--- src/rtl/wbdownsz.sv ---
// wbdownsz: splits one wide Wishbone request into a sequence of narrow-bus beats
// and reassembles the returned lanes into a single wide acknowledgement.
module wbdownsz #(
  parameter int ADDRESS_WIDTH     = 28,
  parameter int WIDE_DW           = 512,
  parameter int SMALL_DW          = 32,
  parameter bit OPT_LITTLE_ENDIAN = 1'b0,
  parameter bit OPT_LOWPOWER      = 1'b0
) (
  input  logic                                            i_clk,
  input  logic                                            i_reset,
  input  logic                                            i_wcyc,
  input  logic                                            i_wstb,
  input  logic                                            i_wwe,
  input  logic [ADDRESS_WIDTH-$clog2(WIDE_DW/8)-1:0]      i_waddr,
  input  logic [WIDE_DW-1:0]                              i_wdata,
  input  logic [WIDE_DW/8-1:0]                            i_wsel,
  output logic                                            o_wstall,
  output logic                                            o_wack,
  output logic                                            o_werr,
  output logic [WIDE_DW-1:0]                              o_wdata,
  output logic                                            o_scyc,
  output logic                                            o_sstb,
  output logic                                            o_swe,
  output logic [ADDRESS_WIDTH-$clog2(SMALL_DW/8)-1:0]     o_saddr,
  output logic [SMALL_DW-1:0]                             o_sdata,
  output logic [SMALL_DW/8-1:0]                           o_ssel,
  input  logic                                            i_sstall,
  input  logic                                            i_sack,
  input  logic                                            i_serr,
  input  logic [SMALL_DW-1:0]                             i_sdata
);
  localparam int R   = WIDE_DW / SMALL_DW;
  localparam int LGR = (R > 1) ? $clog2(R) : 1;
  localparam int CW  = LGR + 1;
  localparam int SB  = SMALL_DW / 8;
  localparam int WAW = ADDRESS_WIDTH - $clog2(WIDE_DW/8);
  typedef enum logic [1:0] {IDLE, ISSUE, DRAIN} state_t;
  function automatic logic [LGR-1:0] lowest(input logic [R-1:0] m);
    lowest = '0;
    for (int i = R-1; i >= 0; i--) if (m[i]) lowest = LGR'(i);
  endfunction
  // Lane index to bit-slice position, honouring the lane ordering option
  function automatic int pos(input logic [LGR-1:0] k);
    return OPT_LITTLE_ENDIAN ? int'(k) : R-1-int'(k);
  endfunction
  if (R == 1) begin : g_pass
    assign o_scyc   = i_wcyc;
    assign o_sstb   = i_wstb;
    assign o_swe    = i_wwe;
    assign o_saddr  = i_waddr;
    assign o_sdata  = i_wdata;
    assign o_ssel   = i_wsel;
    assign o_wstall = i_sstall;
    assign o_wack   = i_sack;
    assign o_werr   = i_serr;
    assign o_wdata  = i_sdata;
  end else begin : g_split
    state_t state, state_n;
    logic r_we, wack, werr;
    logic [WAW-1:0] r_addr;
    logic [WIDE_DW-1:0] r_data, r_ret;
    logic [WIDE_DW/8-1:0] r_sel;
    logic [R-1:0] iss_m, ack_m, sel_m, iss_left, ack_left;
    logic [LGR-1:0] iss_k, ack_k;
    logic [CW-1:0] count;
    logic accept, issue, ack, err, abort, done;
    always_comb begin
      sel_m = '0;
      for (int k = 0; k < R; k++) sel_m[k] = |i_wsel[pos(LGR'(k))*SB +: SB];
      iss_k    = lowest(iss_m);
      ack_k    = lowest(ack_m);
      iss_left = iss_m & ~(R'(1) << iss_k);
      ack_left = ack_m & ~(R'(1) << ack_k);
      accept   = state == IDLE && i_wcyc && i_wstb;
      issue    = state == ISSUE && !i_sstall;
      ack      = state != IDLE && i_sack && count != '0;
      err      = state != IDLE && i_serr;
      abort    = state != IDLE && !i_wcyc;
      done     = ack && ack_left == '0;
      state_n  = accept ? ((|sel_m) ? ISSUE : IDLE)
               : (abort || err || done) ? IDLE
               : (issue && iss_left == '0) ? DRAIN : state;
    end
    always_ff @(posedge i_clk) state <= i_reset ? IDLE : state_n;
    always_ff @(posedge i_clk) begin
      if (i_reset) begin
        r_we   <= 1'b0;
        r_addr <= '0;
        r_data <= '0;
        r_sel  <= '0;
        r_ret  <= '0;
        iss_m  <= '0;
        ack_m  <= '0;
        count  <= '0;
        wack   <= 1'b0;
        werr   <= 1'b0;
      end else begin
        wack <= (done && !err && !abort) || (accept && sel_m == '0);
        werr <= err && !abort;
        if (accept) begin
          r_we   <= i_wwe;
          r_addr <= i_waddr;
          r_data <= i_wdata;
          r_sel  <= i_wsel;
          r_ret  <= '0;
          iss_m  <= sel_m;
          ack_m  <= sel_m;
          count  <= '0;
        end else if (abort || err) begin
          iss_m <= '0;
          ack_m <= '0;
          count <= '0;
        end else begin
          if (issue) iss_m <= iss_left;
          if (ack) begin
            ack_m <= ack_left;
            r_ret[pos(ack_k)*SMALL_DW +: SMALL_DW] <= i_sdata;
          end
          count <= count + CW'(issue) - CW'(ack);
        end
      end
    end
    assign o_scyc   = state != IDLE;
    assign o_sstb   = state == ISSUE;
    assign o_wstall = state != IDLE;
    assign o_swe    = r_we;
    assign o_saddr  = (OPT_LOWPOWER && !o_sstb) ? '0 : {r_addr, iss_k};
    assign o_sdata  = (OPT_LOWPOWER && !o_sstb) ? '0 : r_data[pos(iss_k)*SMALL_DW +: SMALL_DW];
    assign o_ssel   = (OPT_LOWPOWER && !o_sstb) ? '0 : r_sel[pos(iss_k)*SB +: SB];
    assign o_wack   = wack;
    assign o_werr   = werr;
    assign o_wdata  = (OPT_LOWPOWER && !wack) ? '0 : r_ret;
  end
endmodule

--- config.mk ---
export PLATFORM = sky130hd
export DESIGN_NAME = wbdownsz
export DESIGN_NICKNAME = d
export VERILOG_FILES = /design/src/rtl/wbdownsz.sv
export SDC_FILE = /design/constraint.sdc
export NUM_CORES = 2
export LEC_CHECK = 0
export BUFFER_PORTS_ARGS = -buffer_cell sky130_fd_sc_hd__buf_2
export CORE_AREA = 2 2 474 476
export CTS_CLUSTER_DIAMETER = 60
export CTS_CLUSTER_SIZE = 10
export DETAILED_ROUTE_END_ITERATION = 6
export DIE_AREA = 0 0 476 478
export GPL_TIMING_DRIVEN = 0
export PLACE_DENSITY_LB_ADDON = 0.3
export SYNTH_ARGS = -nofsm -noshare
export SYNTH_HDL_FRONTEND = slang
export SYNTH_SLANG_ARGS = --single-unit
--- constraint.sdc ---
create_clock -name i_clk -period 5.8 [get_ports i_clk]
set_clock_uncertainty 0.1 [all_clocks]
set_input_delay 0.58 -clock i_clk [delete_from_list [all_inputs] [get_ports i_clk]]
set_output_delay 0.58 -clock i_clk [all_outputs]
set_load 0.03 [all_outputs]
Word level (Yosys, flattened, before mapping)
Index checks and enable logic that the tools add are counted.
- equal/unequal tests: 1
- add/sub/neg operators: 5
- shift operators: 6
- bitwise gates (word level): 5
- mux-type cells: 43
- reductions and logical operators: 49
- operators by type and width (operator ; count):
    $bwmux W512 ; 1
    $shift A32 B33 Y512 const A ; 1
    $shiftx A32 B33 Y512 ; 1
    $shiftx A512 B10 Y32 ; 1
    $mux W4 ; 32
    $mux W16 ; 6
    $reduce_or A4 Y1 ; 16
    $reduce_or A64 Y1 ; 1
    $shiftx A64 B7 Y4 ; 1
    $logic_not A16 Y1 ; 3
    $neg A10 Y33 ; 1
    $and A16 B16 Y16 ; 2
    $not A16 Y16 ; 2
    $shl A1 B4 Y16 const A ; 2
    $logic_and A1 B1 Y1 ; 13
    $sub A4 B4 Y5 const A ; 2
    $reduce_bool A3 Y1 ; 3
    $mux W2 ; 3
    $add A5 B1 Y5 ; 1
    $reduce_bool A5 Y1 ; 1
    $sub A5 B1 Y5 ; 1
    $logic_not A1 Y1 ; 4
    $logic_or A1 B1 Y1 ; 3
    $reduce_or A3 Y1 ; 1
    other kinds (7) ; 7
- logic and storage cells: 120
- output and inout port bits: 580
- input bits: 638
- bits in registers: 1152

Longest topological paths before layout
- depth after elaboration: 24
- mapped depth: 18
- depth with buffers taken out: 15

Worst setup path after synthesis
OpenSTA, ideal clock, no wires.
- kind: flip-flop to flip-flop
- start: register g_split.ack_m[5]
- end: register g_split.r_ret[10] (netlist: o_wdata[10])
- required time: 5.572 ns
- clock period less this slack: 3.594 ns
- slack: 2.206 ns
- arrival time: 3.367 ns
- cell stages (with the launch flop): 15
- setup time: 0.128 ns
- cell sequence: dfxtp_1 > clkbuf_1 > or3_1 > o221a_2 > or2_2 > nand3_1 > nor3_1 > ha_1 > clkbuf_1 > nor3_1 > nand3_1 > nor2_2 > buf_2 > mux2i_1 > nor2_1
- word-level cells in the longest chain between the ends: 10
- RTL lines (what ; RTL line ; source):
    from (decl) ; 64 ; logic [R-1:0] iss_m, ack_m, sel_m, iss_left, ack_left;
    from (signal assigned) ; 108 ; ack_m <= sel_m;
    from (signal assigned) ; 117 ; ack_m <= ack_left;
    $mux W4 (*) (6 in a row) ; 41 ; for (int i = R-1; i >= 0; i--) if (m[i]) lowest = LGR'(i);
    $sub A4 B4 Y5 (*) ; 45 ; return OPT_LITTLE_ENDIAN ? int'(k) : R-1-int'(k);
    $neg A10 Y33 (*) ; 118 ; r_ret[pos(ack_k)*SMALL_DW +: SMALL_DW] <= i_sdata;
    $shiftx A32 B33 Y512 / $shift A32 B33 Y512 (equally long branches) ; 118 ;
    $bwmux W512 (*) ; 118 ;
    to (signal, indexed assignment) ; 118 ;
    to (decl) ; 62 ; logic [WIDE_DW-1:0] r_data, r_ret;
Every way passes the cells marked *; elsewhere a longest branch is shown, timed or not.
A chain may end at the register's enable or synchronous reset.

Worst setup path after layout
- start: register g_split.iss_m[10]
- end: output port o_sdata[20]
- word-level cells in the longest chain between the ends: 13
- RTL lines (what ; RTL line ; source):
    from (decl) ; 64 ;
    from (signal assigned) ; 107 ; iss_m <= sel_m;
    from (signal assigned) ; 115 ; if (issue) iss_m <= iss_left;
    $mux W4 (11 in a row) ; 41 ;
    $sub A4 B4 Y5 ; 45 ;
    $shiftx A512 B10 Y32 ; 129 ; assign o_sdata = (OPT_LOWPOWER && !o_sstb) ? '0 : r_data[pos(iss_k)*SMALL_DW +: SMALL_DW];
    to (decl) ; 26 ; output logic [SMALL_DW-1:0] o_sdata,
No other way between the ends.

==> impl_results.md <==
- Mapped cell area: 46200 um2
- Filler cells: 24.0k
- Post-synth top area cell: dfxtp_1
- Mean routed wirelength per cell: 28.4 um
- CTS Buf Count: 152
- Die height: 478 um
- Crit path DAT: 5.17 ns
- Count leader, synth: nand2_1
- Synth unique cells: 66
- Average size of a mapped cell: 7.98 um2
- Sw frac: 35.0%
- Tmin final: 5.85 ns
- Unrepaired setup endpoints after global routing: false
- EDFF count, synth: 0
- Core Util, Final: 30.0%
- Row count: 174
- Net switching power: 7.89 mW
- Dpl hpwl: 247000 um
- Top_reg_cell synth: dfxtp_1
- Largest net degree at the start of global routing: 17
- TritonCTS clock tree: yes
- Leading cell types by count after synthesis: 1279 x nand2_1, 1152 x dfxtp_1, 871 x a21oi_1
- Share of cells above drive strength 1: 19.4%
- Highest clock rate: 171 MHz
- CP max FO: 10
- Clock slew at reported path FFs: 0.05 ns
- Longest Clk Path Bufs: 3
- Via count: 53.1k
- Initial DRC count: 4572
- Worst reg2reg path startpoint: g_split.ack_m[0]$_SDFFE_PP0P_
- Slew @ Worst Pin: 1.61 ns
- Lkg Pwr: 26.9 nW
- Placer congestion estimate: 0.967
- Number of max-cap violations: 1
- Top cells by area, synth: dfxtp_1 50%, nand2_1 10%, a21oi_1 9.4%, nor2_1 5.0%, a211oi_1 4.7%
- Core box area: 223000 um2
- Final period utilization: 101%
- Top Ports: 1218
- Failing checks: max-capacitance violations, max-slew violations, negative setup slack
- Total gr overflow: 0
- Tot GR Track Use: 25.8%
- DR pass1 iterations: 7
- Seq pwr share: 36.9%
- Synth Warn #: 0
- CP required: 5.12 ns
- Final setup vio count: 2
- Family with the most delay on the worst path: compound AO/OA/AOI/OAI gates
- DRT antenna net count: 0
- Combinational share of power: 23.2%
- Remaining DRCs: 0
- Post-synth ARST share: 0%
- Crit-path slowest cell: a211oi_1
- Buffers added on ports: 1216
- Hold Path Class: primary input to flop
- Hold slack: 0.0459 ns
- Crit-path cells: clkbuf_1, nor2_1, o31ai_1, a22oi_1, clkbuf_2, clkbuf_1, a211oi_1, a211oi_1, or4_1, buf_2
- Slew margin rel.: -8.39%
- Via/cell ratio: 4.89
- Crit path buf inv count: 4
- CP max stage delay: 1.09 ns
- Post-synth top area share: 49.9%
- Synth-to-Final Area Change: 45.0%
- Clock Latency Late Sink: 0.81 ns
- Clock share of power: 39.8%
- CP Capture Type: output port
- R2R Setup Slk: 0.39 ns
- Pwr/cell area: 337 nW/um2
- Die area: 228000 um2
- Sequential cell area fraction in the yosys report: 49.9%
- Int Power: 14.7 mW
- CP startpoint: g_split.iss_m[10]$_SDFFE_PP0P_
- First-pass GRT wire length: 410000 um
- Max VDD drop: 0.000297 V
- Initial Utilization: 20.7%
- Hold Startpoint: i_wdata[242]
- CP Launch Type: flop
- Vias in the first global route: 52.0k
- Die Wd: 476 um
- CTS root buffer: clkbuf_16
- CTS Sinks: 1152
- Syn Inst Count: 5785
- Max Transition Viols Final: 3
- Synth Net Count: 6434
- Nets@finish: 8410
- H-tree depth: 4
- Initial antenna violation count: 88
- Status: complete, but fails checks
- Wirelength, routed: 309000 um
- Synthesized flop and latch total: 1152
- Fin. Hold Viols: 0
- Final worst slack: -0.0487 ns
- CP Class: flop to output port
## layout make-up
| type | count | area [um2] | share of cell area [%] |
|---|---|---|---|
| diodes | 42 | 105 | 0.157 |
| plain buffers | 509 | 1990 | 2.97 |
| clock buffers | 161 | 3900 | 5.82 |
| clock inverters | 48 | 704 | 1.05 |
| inverters | 23 | 86.3 | 0.129 |
| multi-input cells | 4101 | 21200 | 31.7 |
| flip-flops and latches | 1152 | 23100 | 34.4 |
| well taps | 2992 | 3740 | 5.59 |
| repair buffers | 1822 | 12100 | 18.1 |
## worst reg2reg max path, cell delays in order (launching register included)
cell and delay [ns]:
dfxtp_1 0.40, nor2_1 0.22, o311ai_1 0.15, or2_1 0.33
and2_1 0.16, buf_2 0.16, inv_2 0.09, nand3_1 0.13
nor3_1 0.22, ha_1 0.26, clkbuf_1 0.46, nor3_1 0.93
nand4_1 0.86, clkbuf_1 0.48, a21oi_1 0.22, nor2_1 0.05
## routing by layer
| layer | global-route usage (%) | vias up | routed length (um) |
|---|---|---|---|
| li1 | - | 23900 | - |
| met1 | 27.9 | 25500 | 112000 |
| met2 | 43.6 | 2891 | 146000 |
| met3 | 7.32 | 802 | 27300 |
| met4 | 17.3 | 28 | 23400 |
| met5 | 0 | - | 203 |
## layout by cell type (no fill, tap or decap), types with 5 or more instances in the layout
cell type      Yosys  layout
o21ai_1           43      43
clkbuf_2           0       6
buf_1             12      12
nand3_1          179     179
mux2i_1          176     173
ha_1              10      10
a21oi_1          871     871
clkinv_2           0       7
clkbuf_16          0     153
clkbuf_1         462     460
buf_2             28    1244
bufinv_16          0       5
inv_6              0      14
clkinv_16          0       8
dlygate4sd3_1      0     599
nor2_1           620     619
or4_1             41      41
nor3_1            17      16
inv_1             20      20
nand2_1         1279    1279
or3_1              5       5
nor4_1            27      25
a211oi_2           0      27
a22o_1            65      65
a31oi_1           29      29
a211oi_1         291     264
o21ai_0           32      32
nand4_1           24      24
dfxtp_1         1152    1152
diode_2            0      42
nor2b_1           42      42
buf_4              4       9
clkinvlp_4         0       6
and3_1           148     148
o31ai_1          100     100
nand2b_1          40      40
## worst paths after layout
kind / end / cells past startpoint
max reg2reg: o_wdata[318]$_SDFFE_PP0P_ / 15
min reg2reg: g_split.r_data[507]$_SDFFE_PP0P_ / 2
min: g_split.r_data[242]$_SDFFE_PP0P_ / 3
max: o_sdata[20] / 10
## power by group through the flow
| stage | Sequential [mW] | Combinational, mW | Clock, mW |
|---|---|---|---|
| global placement | 8.49 | 4.74 | 0 |
| finish | 8.33 | 5.24 | 8.98 |
| CTS | 8.32 | 5.16 | 9.11 |
| floorplan | 8.43 | 2.35 | 0 |
| detailed placement | 8.49 | 4.76 | 0 |
| global route | 8.34 | 5.38 | 9.42 |
## repair_timing
item / 4_1_cts / 5_1_grt
hold endpoints to repair: 614 / 0
setup endpoints to repair: 36 / 28
hold buffers: 599 / 0
setup buffers: 0 / 1
pin swaps: 0 / 1
resized for setup: 28 / 10
## through the flow
stage | cell area (um2) | setup WS (ns) | instances | setup TNS, ns | power (mW)
3_3_place_gp | 56000 | 0.188 | 9993 | 0 | 13.2
6_report | 67000 | -0.0487 | 10900 | -0.0557 | 22.6
4_1_cts | 66800 | 0.00193 | 10800 | 0 | 22.6
3_5_place_dp | 56100 | 0.206 | 9999 | 0 | 13.3
2_1_floorplan | 46200 | 2.21 | 5785 | 0 | 10.8
5_1_grt | 66900 | 0.000368 | 10800 | 0 | 23.1
## cells by family after synthesis
kind of cell	count (synthesis)	share of synthesized area [%]
and+or+nand+nor	2442	22.4
DFF	1152	49.9
buffers and inverters	532	4.48
adders and majority gates	11	0.314
muxes	176	3.81
AOI/OAI and AO/OA	1469	19.0
xor gates and xnor gates	3	0.0569
## sequential cells by signal, indices dropped and copies added, names as in the netlist
signal	cells
g_split.r_data	512
o_wdata	512
g_split.r_sel	64
g_split.r_addr	22
g_split.ack_m	16
g_split.iss_m	16
g_split.count	5
g_split.state	2
o_swe	1
o_wack	1
o_werr	1
No activity file was read; power rests on OpenSTA's default activity.
